<file path="config.mk">
export PLATFORM = sky130hd
export DESIGN_NAME = mash_ncl_flat
export DESIGN_NICKNAME = d
export VERILOG_FILES = /design/src/rtl/mash_ncl_pkg.sv /design/src/rtl/mash_ncl_if.sv /design/src/rtl/mash_ncl_diff.sv /design/src/rtl/mash_ncl.sv /design/src/flat_wrapper.sv
export SDC_FILE = /design/constraint.sdc
export NUM_CORES = 1
export LEC_CHECK = 0
export CAP_MARGIN = 20
export CORE_MARGIN = 3
export CORE_UTILIZATION = 45
export DETAILED_ROUTE_END_ITERATION = 16
export HOLD_SLACK_MARGIN = 0.05
export PLACE_DENSITY_LB_ADDON = 0.1
export SLEW_MARGIN = 20
export SYNTH_ARGS = -nofsm -noshare
export SYNTH_HDL_FRONTEND = slang
export SYNTH_HIERARCHICAL = 1
export SYNTH_SLANG_ARGS = --single-unit
</file>
<file path="constraint.sdc">
create_clock -name clk -period 2.8 [get_ports clk]
set_clock_uncertainty 0.1 [all_clocks]
set_input_delay 0.42 -clock clk [delete_from_list [all_inputs] [get_ports clk]]
set_output_delay 0.42 -clock clk [all_outputs]
set_load 0.1 [all_outputs]
</file>
<file path="src/rtl/mash_ncl_pkg.sv">
// Shared widths and types for the MASH noise-cancellation stage.
package mash_pkg;

  localparam int Y_W      = 4;
  localparam int FILL_3RD = 2;
  localparam int FILL_2ND = 1;

  typedef logic signed [Y_W-1:0] y_t;

endpackage

</file>
<file path="src/rtl/mash_ncl_if.sv">
// Sample-side handshake between the sdm_sec cascade/controller and mash_ncl.
interface mash_ncl_if #(
  parameter int NW = 8
);
  logic          en;
  logic          clr;
  logic [1:0]    c1;
  logic [1:0]    c2;
  logic [1:0]    c3;
  logic [NW-1:0] n_int;
  logic [NW-1:0] div_n;
  logic          div_vld;
  logic          sat;

  modport master (
    output en, clr, c1, c2, c3, n_int,
    input  div_n, div_vld, sat
  );

  modport slave (
    input  en, clr, c1, c2, c3, n_int,
    output div_n, div_vld, sat
  );
endinterface

</file>
<file path="src/rtl/mash_ncl_diff.sv">
// Enable-qualified one-sample delay with clear; the current value is x_i itself,
// dly_o is the previous accepted sample and diff_o their first difference.
module mash_diff #(
  parameter int W = 2
) (
  input  logic                clk,
  input  logic                rst,
  input  logic                en_i,
  input  logic                clr_i,
  input  logic signed [W-1:0] x_i,
  output logic signed [W-1:0] dly_o,
  output logic signed [W:0]   diff_o
);

  logic signed [W-1:0] x_q;

  always_ff @(posedge clk or posedge rst) begin
    if (rst) begin
      x_q <= '0;
    end else if (clr_i) begin
      x_q <= '0;
    end else if (en_i) begin
      x_q <= x_i;
    end
  end

  assign dly_o  = x_q;
  assign diff_o = (W+1)'(x_i) - (W+1)'(x_q);

endmodule

</file>
<file path="src/rtl/mash_ncl.sv">
// MASH noise cancellation plus saturated modulus register for the fractional-N divider.
// Define MASH_THIRD_STAGE_EN for the 1-1-1 (3rd-order) form; otherwise 1-1 (2nd-order).
module mash_ncl
  import mash_pkg::*;
#(
  parameter int NW   = 8,
  parameter int NMIN = 4
) (
  input logic       clk,
  input logic       rst,
  mash_ncl_if.slave bus
);

  localparam logic signed [NW+1:0] S_MAX   = (NW+2)'((1 << NW) - 1);
  localparam logic signed [NW+1:0] S_MIN   = (NW+2)'(NMIN);
  localparam logic [NW-1:0]        DIV_RST = NW'(NMIN);

  logic signed [1:0] c1_s;
  logic signed [1:0] c2_s;
  y_t                y;
  logic              unused_bits;

  assign c1_s = {1'b0, bus.c1[0]};
  assign c2_s = {1'b0, bus.c2[0]};

`ifdef MASH_THIRD_STAGE_EN
  localparam logic [1:0] FILL_MAX = 2'(FILL_3RD);

  logic signed [1:0] c3_s;
  logic signed [1:0] c1_d1_q, c1_d2_q;
  logic signed [1:0] c2_d1, c2_d2, c3_d1;
  logic signed [2:0] dc2_n, dc2_n1, dc3_n, dc3_n1;
  logic signed [3:0] ddc3;

  assign c3_s = {1'b0, bus.c3[0]};

  always_ff @(posedge clk or posedge rst) begin
    if (rst) begin
      c1_d1_q <= '0;
      c1_d2_q <= '0;
    end else if (bus.clr) begin
      c1_d1_q <= '0;
      c1_d2_q <= '0;
    end else if (bus.en) begin
      c1_d1_q <= c1_s;
      c1_d2_q <= c1_d1_q;
    end
  end

  // c2 needs its difference one sample late, so it runs through a second delay.
  mash_diff #(.W(2)) u_c2a (
    .clk(clk), .rst(rst), .en_i(bus.en), .clr_i(bus.clr),
    .x_i(c2_s), .dly_o(c2_d1), .diff_o(dc2_n)
  );
  mash_diff #(.W(2)) u_c2b (
    .clk(clk), .rst(rst), .en_i(bus.en), .clr_i(bus.clr),
    .x_i(c2_d1), .dly_o(c2_d2), .diff_o(dc2_n1)
  );

  // Second difference of c3 as the difference of its first difference.
  mash_diff #(.W(2)) u_c3a (
    .clk(clk), .rst(rst), .en_i(bus.en), .clr_i(bus.clr),
    .x_i(c3_s), .dly_o(c3_d1), .diff_o(dc3_n)
  );
  mash_diff #(.W(3)) u_c3b (
    .clk(clk), .rst(rst), .en_i(bus.en), .clr_i(bus.clr),
    .x_i(dc3_n), .dly_o(dc3_n1), .diff_o(ddc3)
  );

  assign y = Y_W'(c1_d2_q) + Y_W'(dc2_n1) + Y_W'(ddc3);

  assign unused_bits = ^{bus.c1[1], bus.c2[1], bus.c3[1], dc2_n, c2_d2, c3_d1, dc3_n1};
`else
  localparam logic [1:0] FILL_MAX = 2'(FILL_2ND);

  logic signed [1:0] c1_d1_q;
  logic signed [1:0] c2_d1;
  logic signed [2:0] dc2_n;

  always_ff @(posedge clk or posedge rst) begin
    if (rst) begin
      c1_d1_q <= '0;
    end else if (bus.clr) begin
      c1_d1_q <= '0;
    end else if (bus.en) begin
      c1_d1_q <= c1_s;
    end
  end

  mash_diff #(.W(2)) u_c2a (
    .clk(clk), .rst(rst), .en_i(bus.en), .clr_i(bus.clr),
    .x_i(c2_s), .dly_o(c2_d1), .diff_o(dc2_n)
  );

  assign y = Y_W'(c1_d1_q) + Y_W'(dc2_n);

  assign unused_bits = ^{bus.c1[1], bus.c2[1], bus.c3, c2_d1};
`endif

  logic signed [NW+1:0] s;
  logic [NW-1:0]        div_n_d, div_n_q;
  logic                 sat_d, sat_q;
  logic                 div_vld_q;
  logic [1:0]           fill_q;

  // Two guard bits keep n_int + y exact before clamping.
  assign s = signed'({2'b00, bus.n_int}) + (NW+2)'(y);

  always_comb begin
    div_n_d = s[NW-1:0];
    sat_d   = 1'b0;
    if (s > S_MAX) begin
      div_n_d = '1;
      sat_d   = 1'b1;
    end else if (s < S_MIN) begin
      div_n_d = DIV_RST;
      sat_d   = 1'b1;
    end
  end

  always_ff @(posedge clk or posedge rst) begin
    if (rst) begin
      fill_q    <= '0;
      div_n_q   <= DIV_RST;
      sat_q     <= 1'b0;
      div_vld_q <= 1'b0;
    end else if (bus.clr) begin
      fill_q    <= '0;
      div_n_q   <= DIV_RST;
      sat_q     <= 1'b0;
      div_vld_q <= 1'b0;
    end else if (bus.en) begin
      if (fill_q == FILL_MAX) begin
        div_n_q   <= div_n_d;
        sat_q     <= sat_d;
        div_vld_q <= 1'b1;
      end else begin
        fill_q    <= fill_q + 2'd1;
        div_vld_q <= 1'b0;
      end
    end else begin
      div_vld_q <= 1'b0;
    end
  end

  assign bus.div_n   = div_n_q;
  assign bus.sat     = sat_q;
  assign bus.div_vld = div_vld_q;

endmodule

</file>
<file path="src/flat_wrapper.sv">
// flat-port wrapper written by rule: the top's interface ports become plain ports
module mash_ncl_flat import mash_pkg::*;
#(
  parameter int NW   = 8,
  parameter int NMIN = 4
)
  (clk, rst, bus_en, bus_clr, bus_c1, bus_c2, bus_c3, bus_n_int, bus_div_n, bus_div_vld, bus_sat);
  mash_ncl_if #(.NW(NW)) bus_i ();
  input logic clk;
  input logic rst;
  input wire logic [$bits(bus_i.en)-1:0] bus_en;
  input wire logic [$bits(bus_i.clr)-1:0] bus_clr;
  input wire logic [$bits(bus_i.c1)-1:0] bus_c1;
  input wire logic [$bits(bus_i.c2)-1:0] bus_c2;
  input wire logic [$bits(bus_i.c3)-1:0] bus_c3;
  input wire logic [$bits(bus_i.n_int)-1:0] bus_n_int;
  output wire logic [$bits(bus_i.div_n)-1:0] bus_div_n;
  output wire logic [$bits(bus_i.div_vld)-1:0] bus_div_vld;
  output wire logic [$bits(bus_i.sat)-1:0] bus_sat;
  assign bus_i.en = bus_en;
  assign bus_i.clr = bus_clr;
  assign bus_i.c1 = bus_c1;
  assign bus_i.c2 = bus_c2;
  assign bus_i.c3 = bus_c3;
  assign bus_i.n_int = bus_n_int;
  assign bus_div_n = bus_i.div_n;
  assign bus_div_vld = bus_i.div_vld;
  assign bus_sat = bus_i.sat;
  mash_ncl #(.NW(NW), .NMIN(NMIN)) u_core (.clk(clk), .rst(rst), .bus(bus_i));
endmodule
</file>
==> flow_metrics.py, run 1 <==
metrics = {
    "status": {
        "status": "finished with violations",
        "violations": "setup timing",
    },
    "final_layout": {
        "fin_util_pct": 71.9,
        "diodes": 0,
        "fin_cells": 223,
        "layout_common_cells": "35 x buf_4, 14 x inv_1, 14 x dfrtp_1",
        "final_net_count": 226,
        "layout_commonest_cell": "buf_4",
        "drive_gt1_share_pct": 34.2,
        "syn_to_final_growth_pct": 46.3,
    },
    "global_routing": {
        "antenna_found_initial": 0,
        "grt_pass1_wl_um": 5290,
        "first_global_vias": 1192,
        "grt_usage_pct": 19.7,
        "grt-ovfl-total": 0,
        "grt_max_degree": 16,
    },
    "clocking": {
        "clk_transition_reported_paths_ns": 0.10,
        "cts_htree_levels": 1,
        "cts_tree": "yes",
        "clock_path_buffers": 2,
        "cts_buffers": 3,
        "cts.sinks": 15,
        "cts_root_buf": "clkbuf_4",
        "ctsHoldBuffers": 0,
        "clock_latency_ns": 0.29,
    },
    "placement": {
        "place.gp.congestion": 0.800,
        "dpl.hpwl_um": 2370,
        "portBuffers": 23,
        "pre_cts_slack_ns": -0.952,
        "dp.cells": 217,
    },
    "sta": {
        "final-hold-violation-count": 0,
        "slew-limit-headroom_pct": 64.6,
        "worst_pin_slew_ns": 0.525,
        "slew_violations": 0,
        "fin_crit_ns": 2.99,
        "hold_slack_ns": 0.200,
        "fin_crit_sh_pct": 107,
        "finalWorstSetupSlack_ns": -0.186,
        "fmax_mhz": 335,
        "setup_violations": 9,
        "rsz0062_at_grt": "yes",
    },
    "power_and_ir_drop": {
        "seqPwrFrac_pct": 28.5,
        "p_leak_nw": 0.868,
        "comb_power_share_pct": 56.9,
        "worst_ir_drop_vdd_mv": 0.388,
        "clock_power_share_pct": 14.6,
        "intPower_mw": 0.498,
        "switching_power_mw": 0.359,
        "pwr_density_cell_nw_per_um2": 461,
        "switching_share_pct": 41.9,
    },
    "routing": {
        "remaining_drc_errors": 0,
        "dr.first_iter.drc_count": 43,
        "drtAntennaViolNets": 0,
        "viasPerCell": 5.42,
        "routedWlPerCell_um": 13.5,
        "vias": 1208,
        "drt-total-wl_um": 3000,
        "dr.pass1.iters": 4,
    },
    "die": {
        "die_h_um": 59.2,
        "fp.dieArea_um2": 3500,
        "io-pin-count": 28,
        "fp.dieW_um": 59.2,
        "rows": 18,
        "start_util_pct": 49.1,
        "core_area_um2": 2590,
    },
    "worst_setup_path": {
        "required_ns": 2.89,
        "crit_fanout": 4,
        "critPathLaunchType": "flop",
        "cp-end-kind": "flop",
        "crit_start": "u_core/u_c2a/dly_o[0]$_DFFE_PP0P_",
        "crit_arrival_ns": 3.07,
        "r2r_slack_ns": -0.19,
        "crit_type": "flop to flop",
        "worstReg2RegStart": "u_core/u_c2a/dly_o[0]$_DFFE_PP0P_",
        "reg2regPathDepth": 11,
        "r2r_end": "u_core/bus.div_n[5]$_DFFE_PP0P_",
    },
    "synthesis": {
        "synth_edf_count": 0,
        "seq_area_frac_synth_pct": 29.6,
        "ys.warnings.count": 6,
        "postSynthAreaPerCell_um2": 9.09,
        "yosysUniqueCellTypes": 43,
        "ys_ff_latch": 15,
        "syn-instance-count": 140,
        "synth_ff_type": "dfrtp_1",
        "async_reset_ff_share_pct": 100,
        "syn-cell-area_um2": 1270,
    },
    "worst_hold_path": {
        "hold_path.class": "input pin to asynchronous set/reset pin",
    },
    "flow_run": {
        "maxCapViolations": 0,
    },
}
==> critical path, stage by stage (launching register included) <==
cell      delay [ns]
dfrtp_1         0.42
ha_4            0.18
fa_1            0.49
inv_2           0.06
fa_2            0.34
a21o_1          0.19
a21oi_2         0.19
o41a_1          0.27
o311a_4         0.25
buf_6           0.11
nor2_2          0.04
a311oi_1        0.25
==> sequential cells by signal, indices dropped and copies added, names as in the netlist <==
signal / cells
u_core/bus.div_n: 8
u_core/bus.sat: 1
u_core/u_c2a/dly_o: 2
u_core/c1_d1_q: 1
u_core/bus.div_vld: 1
u_core/fill_q: 2
==> repair_timing <==
item	4_1_cts	5_1_grt
resized for setup	16	3
endpoints found under the setup margin	9	9
pin swaps	11	1
setup buffers	2	0
==> Yosys cell counts, types with 2 or more instances <==
library cell	n	area, um^2
a211oi_1	2	15.0
a21oi_1	4	20.0
a311oi_1	2	17.5
and3_1	3	18.8
clkbuf_1	2	7.51
dfrtp_1	14	350
fa_1	4	80.1
ha_1	10	125
inv_1	16	60.1
mux2i_1	4	40.0
nand2_1	13	48.8
nand2b_1	2	12.5
nand3b_1	4	30.0
nor2_1	14	52.6
nor2b_1	2	12.5
nor3_1	2	10.0
nor3_2	2	20.0
o211ai_1	3	22.5
o21ai_0	4	20.0
o31a_1	2	17.5
or3_1	5	31.3
xnor2_1	4	35.0
xor2_1	2	17.5
==> logic make-up after synthesis <==
kind of cell | Yosys count | share of synthesized area, %
AND/OR/NAND/NOR | 52 | 21.1
AO/OA/AOI/OAI | 30 | 20.3
buffers and inverters | 18 | 5.31
flip-flops | 15 | 29.6
adder cells (fa/ha/maj) | 14 | 16.1
XOR/XNOR | 6 | 4.13
multiplexers | 4 | 3.15
other | 1 | 0.295
==> per-layer routing <==
layer	GRT usage [%]	share of wire [%]	routed length [um]
met1	25.7	44	1330
met2	32.3	50	1500
met3	2.40	3.8	113
met4	9.06	1.9	58
met5	0	0	0
==> worst max-delay path by stage <==
| stage | slack (ns) | to |
|---|---|---|
| after floorplan | -0.12 | u_core/bus.sat$_DFFE_PP0P_ |
| after global placement | -0.88 | u_core/bus.div_n[1]$_DFFE_PP0P_ |
| after detailed placement | -0.95 | u_core/bus.div_n[1]$_DFFE_PP0P_ |
| after CTS | -0.20 | u_core/bus.div_n[1]$_DFFE_PP0P_ |
| after global routing | -0.34 | u_core/bus.div_n[1]$_DFFE_PP0P_ |
| final | -0.19 | u_core/bus.div_n[5]$_DFFE_PP0P_ |
==> area by class of cell <==
| cell class | count | area (um^2) |
|---|---|---|
| Clock buffer | 3 | 22.5 |
| Clock inverter | 1 | 5.00 |
| Fill cell | 196 | 728 |
| Inverter | 16 | 67.6 |
| Multi-Input combinational cell | 109 | 947 |
| Sequential cell | 15 | 377 |
| Tap cell | 30 | 37.5 |
| Timing Repair Buffer | 49 | 405 |
==> power groups by stage <==
stage | clock, mW | combinational, mW | sequential, mW
2_1_floorplan | 0 | 0.211 | 0.325
3_3_place_gp | 0 | 0.435 | 0.248
3_5_place_dp | 0 | 0.445 | 0.249
4_1_cts | 0.132 | 0.479 | 0.245
5_1_grt | 0.141 | 0.528 | 0.247
6_report | 0.125 | 0.488 | 0.245
==> per-stage QoR <==
stage               setup TNS (ns)  total power, mW  cell area (um^2)
floorplan                   -0.469            0.536              1330
global placement             -7.37            0.683              1740
detailed placement           -7.70            0.694              1740
CTS                          -1.31            0.857              1840
global route                 -2.47            0.917              1860
finish                       -1.22            0.857              1860
(Power assumes the default switching activity.)
==> inputs of run 2 (changes only) <==
--- a/config.mk
+++ b/config.mk
@@ -5,9 +5,10 @@
 export SDC_FILE = /design/constraint.sdc
 export NUM_CORES = 1
 export LEC_CHECK = 0
+export ABC_AREA = 1
 export CAP_MARGIN = 20
 export CORE_MARGIN = 3
-export CORE_UTILIZATION = 45
+export CORE_UTILIZATION = 46
 export DETAILED_ROUTE_END_ITERATION = 16
 export HOLD_SLACK_MARGIN = 0.05
 export PLACE_DENSITY_LB_ADDON = 0.1
==> flow_metrics.py, run 2 <==
metrics = {
    "synthesis": {
        "async_reset_ff_share_pct": 100,
        "ys.warnings.count": 6,
        "synth_top_area_share_pct": 26.5,
        "ys_ff_latch": 15,
        "postSynthAreaPerCell_um2": 7.18,
        "yosysUniqueCellTypes": 24,
        "synth_common_cells": "55 x nand2_1, 35 x inv_1, 21 x nand3_1",
        "synth_ff_type": "dfrtp_1",
        "yosys.cell_count.top_type": "nand2_1",
        "synth.area.top_cells": "dfrtp_1 27%, nand2_1 16%, inv_1 9.9%, ha_1 9.5%, nand3_1 8.0%",
        "synth_edf_count": 0,
        "seq_area_frac_synth_pct": 28.5,
        "syn-cell-area_um2": 1320,
        "yosysTopAreaCell": "dfrtp_1",
        "syn-instance-count": 184,
    },
    "global_routing": {
        "grt_max_degree": 14,
        "grt-ovfl-total": 0,
        "grt_pass1_wl_um": 5160,
        "antenna_found_initial": 0,
        "first_global_vias": 1281,
        "grt_usage_pct": 18.8,
    },
    "routing": {
        "remaining_drc_errors": 0,
        "dr.first_iter.drc_count": 43,
        "routedWlPerCell_um": 11.2,
        "viasPerCell": 4.86,
        "drt-total-wl_um": 2910,
        "drtAntennaViolNets": 0,
        "vias": 1259,
        "dr.pass1.iters": 5,
    },
    "final_layout": {
        "largest_register_ffs": 8,
        "drive_gt1_share_pct": 29.7,
        "fin_cells": 259,
        "layout_commonest_cell": "nand2_1",
        "final_net_count": 262,
        "layout_common_cells": "52 x nand2_1, 35 x inv_1, 25 x buf_4",
        "syn_to_final_growth_pct": 37.7,
        "final_cell_area_um2": 1820,
        "diodes": 0,
    },
    "die": {
        "die_h_um": 59.6,
        "fp.dieW_um": 59.6,
        "io-pin-count": 28,
        "fp.dieArea_um2": 3550,
        "rows": 18,
        "start_util_pct": 50.6,
        "core_area_um2": 2610,
    },
    "worst_setup_path": {
        "critPathLaunchType": "input pin",
        "cp_top_family": "adder cells",
        "required_ns": 2.87,
        "r2r_slack_ns": 0.20,
        "cp_slowest_stage_delay_ns": 0.48,
        "cp-end-kind": "flop",
        "worst-path-buf-inv": 3,
        "crit_fanout": 7,
        "cp_slowest_cell": "fa_2",
        "critPathMostFrequentCell": "nand2_2",
        "crit_type": "input pin to flop",
        "crit_arrival_ns": 2.68,
        "crit_chain": "dlygate4sd2_1 -> inv_1 -> ha_2 -> fa_2 -> ha_4 -> inv_1 -> nand2_2 -> nand3_2 -> nand2_2 -> nand2_1 -> nand2_2 -> nand4_4 -> nand2_2 -> nand2_4 -> nand3_1 -> nand2_1",
    },
    "sta": {
        "hold_slack_ns": 0.224,
        "fin_crit_ns": 2.61,
        "final-hold-violation-count": 0,
        "slew_violations": 0,
        "rsz0062_at_grt": "no",
        "slew-limit-headroom_pct": 61.2,
        "worst_pin_slew_ns": 0.580,
        "setup_violations": 0,
        "fmax_mhz": 383,
        "fin_crit_sh_pct": 93.2,
    },
    "clocking": {
        "cts_root_buf": "clkbuf_4",
        "clk_transition_reported_paths_ns": 0.09,
        "cts_buffers": 3,
        "clock_path_buffers": 2,
        "cts_tree": "yes",
        "cts.sinks": 15,
        "cts_htree_levels": 1,
        "clock_latency_ns": 0.28,
        "ctsHoldBuffers": 0,
    },
    "power_and_ir_drop": {
        "finalPower_mw": 0.928,
        "worst_ir_drop_vdd_mv": 0.506,
        "pwr_density_cell_nw_per_um2": 510,
        "p_leak_nw": 1.00,
    },
    "placement": {
        "portBuffers": 23,
        "dpl.hpwl_um": 2290,
        "place_area_um2": 1680,
        "place.gp.congestion": 0.823,
        "dp.cells": 253,
    },
    "flow_run": {
        "maxCapViolations": 0,
    },
    "worst_hold_path": {
        "hold_path.class": "input pin to asynchronous set/reset pin",
    },
    "status": {
        "status": "completed",
    },
}
run 2: layout make-up:
type                    count  area [um^2]
clock buffers               4         26.3
fillers                   217          793
inverters                  36          135
multi-input cells         136          927
flip-flops and latches     15          377
well taps                  30         37.5
repair buffers             38          317
run 2: routing by layer:
layer  GRT usage [%]  vias up  routed length [um]  part of all wire, %
li1                -      656                   -                    -
met1            22.1      571                1240                   42
met2            35.9       32                1550                   53
met3            3.92        0                 124                  4.3
met4            1.90        0                   0                    0
met5               0        -                   0                    0
run 2: kinds of logic (layout without fill, tap and decap cells):
group	count (synthesis)	after routing	synth area share, %
AO/OA/AOI/OAI	10	10	5.02
XOR/XNOR	1	1	0.663
adder cells (fa/ha/maj)	14	14	15.5
buffers and inverters	36	78	10.2
flip-flops	15	15	28.5
other	1	3	0.284
AND/OR/NAND/NOR	107	108	39.8
run 2: path summary, 6_finish.rpt:
| check | startpoint | endpoint | cells after the start |
|---|---|---|---|
| max in group asynchronous | rst | u_core/bus.div_n[2]$_DFFE_PP1P_ | 2 |
| max | bus_c2[0] | u_core/bus.div_n[6]$_DFFE_PP0P_ | 16 |
| min | rst | u_core/u_c2a/dly_o[0]$_DFFE_PP0P_ | 2 |
| min reg2reg | u_core/bus.div_n[0]$_DFFE_PP0P_ | u_core/bus.div_n[0]$_DFFE_PP0P_ | 2 |
| max reg2reg | u_core/u_c2a/dly_o[0]$_DFFE_PP0P_ | u_core/bus.div_n[6]$_DFFE_PP0P_ | 14 |
| min in group clk | u_core/bus.div_n[0]$_DFFE_PP0P_ | u_core/bus.div_n[0]$_DFFE_PP0P_ | 2 |
run 2: repair_timing:
action / CTS / global route
endpoints found under the setup margin: 9 / 4
setup buffers: 1 / 0
pin swaps: 13 / 2
resized for setup: 17 / 1
cloned: 1 / 0
run 2: through the flow:
| stage | worst slack (ns) | utilization [%] | TNS [ns] |
|---|---|---|---|
| after CTS | 0.143 | 69.4 | 0 |
| final | 0.190 | 69.6 | 0 |
| after detailed placement | -0.557 | 64.2 | -4.83 |
| after floorplan | 0.191 | - | 0 |
| after global routing | 0.0157 | 69.6 | 0 |
| after global placement | -0.472 | 64.2 | -4.01 |
run 2: power breakdown:
| part | total, mW | internal [mW] | switching (mW) |
|---|---|---|---|
| Clock | 0.122 | 0.0552 | 0.0663 |
| Sequential | 0.259 | 0.244 | 0.0149 |
| Combinational | 0.547 | 0.199 | 0.349 |
| Total | 0.928 | 0.498 | 0.430 |
==> inputs of run 3 (changes only) <==
--- a/config.mk
+++ b/config.mk
@@ -7,8 +7,10 @@
 export LEC_CHECK = 0
 export ABC_AREA = 1
 export CAP_MARGIN = 20
+export CORE_ASPECT_RATIO = 1.25
 export CORE_MARGIN = 3
-export CORE_UTILIZATION = 46
+export CORE_UTILIZATION = 48
+export CTS_BUF_LIST = sky130_fd_sc_hd__clkbuf_8
 export DETAILED_ROUTE_END_ITERATION = 16
 export HOLD_SLACK_MARGIN = 0.05
 export PLACE_DENSITY_LB_ADDON = 0.1
==> flow_metrics.py, run 3 (synthesized netlist as in run 2, its figures left out) <==
metrics = {
    "status": {
        "status": "completed",
    },
    "power_and_ir_drop": {
        "comb_power_share_pct": 55.7,
        "worst_ir_drop_vdd_mv": 0.318,
        "switching_share_pct": 44.9,
        "clock_power_share_pct": 17.7,
        "seqPwrFrac_pct": 26.5,
        "pwr_density_cell_nw_per_um2": 527,
        "intPower_mw": 0.539,
        "switching_power_mw": 0.439,
        "p_leak_nw": 1.02,
    },
    "final_layout": {
        "layout_commonest_cell": "nand2_1",
        "diodes": 0,
        "fin_util_pct": 73.5,
        "final_cell_area_um2": 1860,
        "drive_gt1_share_pct": 30.3,
        "largest_register_ffs": 8,
        "final_net_count": 261,
        "layout_common_cells": "52 x nand2_1, 35 x inv_1, 23 x buf_4",
        "fillers": 185,
        "syn_to_final_growth_pct": 40.5,
    },
    "worst_setup_path": {
        "r2r_end": "u_core/bus.div_n[0]$_DFFE_PP0P_",
        "crit_fanout": 7,
        "crit_arrival_ns": 2.66,
        "cp-end-kind": "flop",
        "crit_start": "bus_c2[0]",
        "worstReg2RegStart": "u_core/u_c2a/dly_o[0]$_DFFE_PP0P_",
        "critPathLaunchType": "input pin",
        "r2r_slack_ns": 0.24,
        "setup.worst_path.end": "u_core/bus.div_n[0]$_DFFE_PP0P_",
        "reg2regPathDepth": 14,
        "crit_type": "input pin to flop",
        "required_ns": 2.84,
    },
    "clocking": {
        "cts_htree_levels": 1,
        "clk_transition_reported_paths_ns": 0.06,
        "cts_root_buf": "clkbuf_8",
        "ctsHoldBuffers": 0,
        "cts.sinks": 15,
        "cts_tree": "yes",
        "clock_path_buffers": 2,
        "cts_buffers": 3,
        "clock_latency_ns": 0.25,
    },
    "routing": {
        "dr.pass1.iters": 4,
        "routedWlPerCell_um": 11.0,
        "remaining_drc_errors": 0,
        "viasPerCell": 4.80,
        "dr.first_iter.drc_count": 29,
        "drtAntennaViolNets": 0,
        "vias": 1254,
        "drt-total-wl_um": 2870,
    },
    "die": {
        "die_h_um": 64.7,
        "rows": 20,
        "start_util_pct": 52.3,
        "io-pin-count": 28,
        "fp.dieArea_um2": 3420,
        "core_area_um2": 2530,
        "fp.dieW_um": 52.9,
    },
    "placement": {
        "place.gp.congestion": 0.837,
        "dpl.hpwl_um": 2230,
        "portBuffers": 23,
        "place_area_um2": 1670,
        "pre_cts_slack_ns": -0.498,
    },
    "sta": {
        "setup_violations": 0,
        "final-hold-violation-count": 0,
        "hold_slack_ns": 0.248,
        "fin_crit_sh_pct": 93.3,
        "setup_tns_ns": 0,
        "rsz0062_at_grt": "no",
        "finalWorstSetupSlack_ns": 0.187,
        "worst_pin_slew_ns": 0.526,
        "slew-limit-headroom_pct": 64.8,
        "fmax_mhz": 383,
        "slew_violations": 0,
        "fin_crit_ns": 2.61,
    },
    "global_routing": {
        "first_global_vias": 1273,
        "grt-ovfl-total": 0,
        "grt_usage_pct": 19.1,
        "antenna_found_initial": 0,
        "grt_pass1_wl_um": 5080,
        "grt_max_degree": 14,
    },
    "flow_run": {
        "maxCapViolations": 0,
    },
    "worst_hold_path": {
        "hold_path.class": "input pin to asynchronous set/reset pin",
    },
}
==> run 3: power by group through the flow <==
stage	combinational, mW	sequential [mW]	clock, mW
finish	0.545	0.259	0.173
global route	0.595	0.262	0.187
CTS	0.541	0.260	0.178
detailed placement	0.491	0.263	0
global placement	0.482	0.262	0
floorplan	0.234	0.386	0
==> run 3: worst max-delay path, stage by stage <==
cell and delay, ns:
dlygate4sd2_1 0.22, inv_1 0.05, ha_2 0.20, fa_2 0.49, ha_4 0.36, inv_1 0.05, nand2_2 0.10, nand3_2 0.10
nand2_2 0.10, nand2_1 0.06, nand2_2 0.09, nand4_4 0.11, nand2_2 0.10, nand2_4 0.07, nand3_1 0.08, nand2_1 0.05
==> run 3: final cells by class <==
class | count | area, um^2 | share of cell area [%]
flip-flops and latches | 15 | 377 | 20.3
inverters | 36 | 135 | 7.28
well taps | 33 | 41.3 | 2.22
repair buffers | 37 | 313 | 16.8
clock buffers | 3 | 41.3 | 2.22
multi-input cells | 136 | 945 | 50.9
clock inverters | 1 | 5.00 | 0.270
==> run 3: worst min-delay path by stage <==
| stage | depth (start not counted) | to |
|---|---|---|
| global route | 2 | u_core/u_c2a/dly_o[0]$_DFFE_PP0P_ |
| global placement | 2 | u_core/bus.sat$_DFFE_PP0P_ |
| finish | 2 | u_core/u_c2a/dly_o[1]$_DFFE_PP0P_ |
| floorplan | 1 | u_core/u_c2a/dly_o[0]$_DFFE_PP0P_ |
| detailed placement | 2 | u_core/bus.sat$_DFFE_PP0P_ |
| CTS | 2 | u_core/u_c2a/dly_o[0]$_DFFE_PP0P_ |
==> run 3: per-stage QoR <==
stage	power (mW)	std cells
global placement	0.743	254
floorplan	0.620	186
finish	0.978	261
detailed placement	0.754	254
CTS	0.978	261
global route	1.04	261
==> run 3: repair_timing <==
action                     4_1_cts  5_1_grt
pin swaps                       19        1
setup endpoints to repair        9        9
resized for setup               21        1
cloned                           1        0
setup buffers                    2        0
==> run 3: routing by layer <==
| metal | share of wire, % | vias to the layer above | GRT usage, % |
|---|---|---|---|
| li1 | - | 651 | - |
| met5 | 0 | - | 0 |
| met3 | 3.3 | 6 | 2.30 |
| met1 | 41 | 573 | 20.8 |
| met2 | 53 | 24 | 34.9 |
| met4 | 2.2 | 0 | 9.58 |
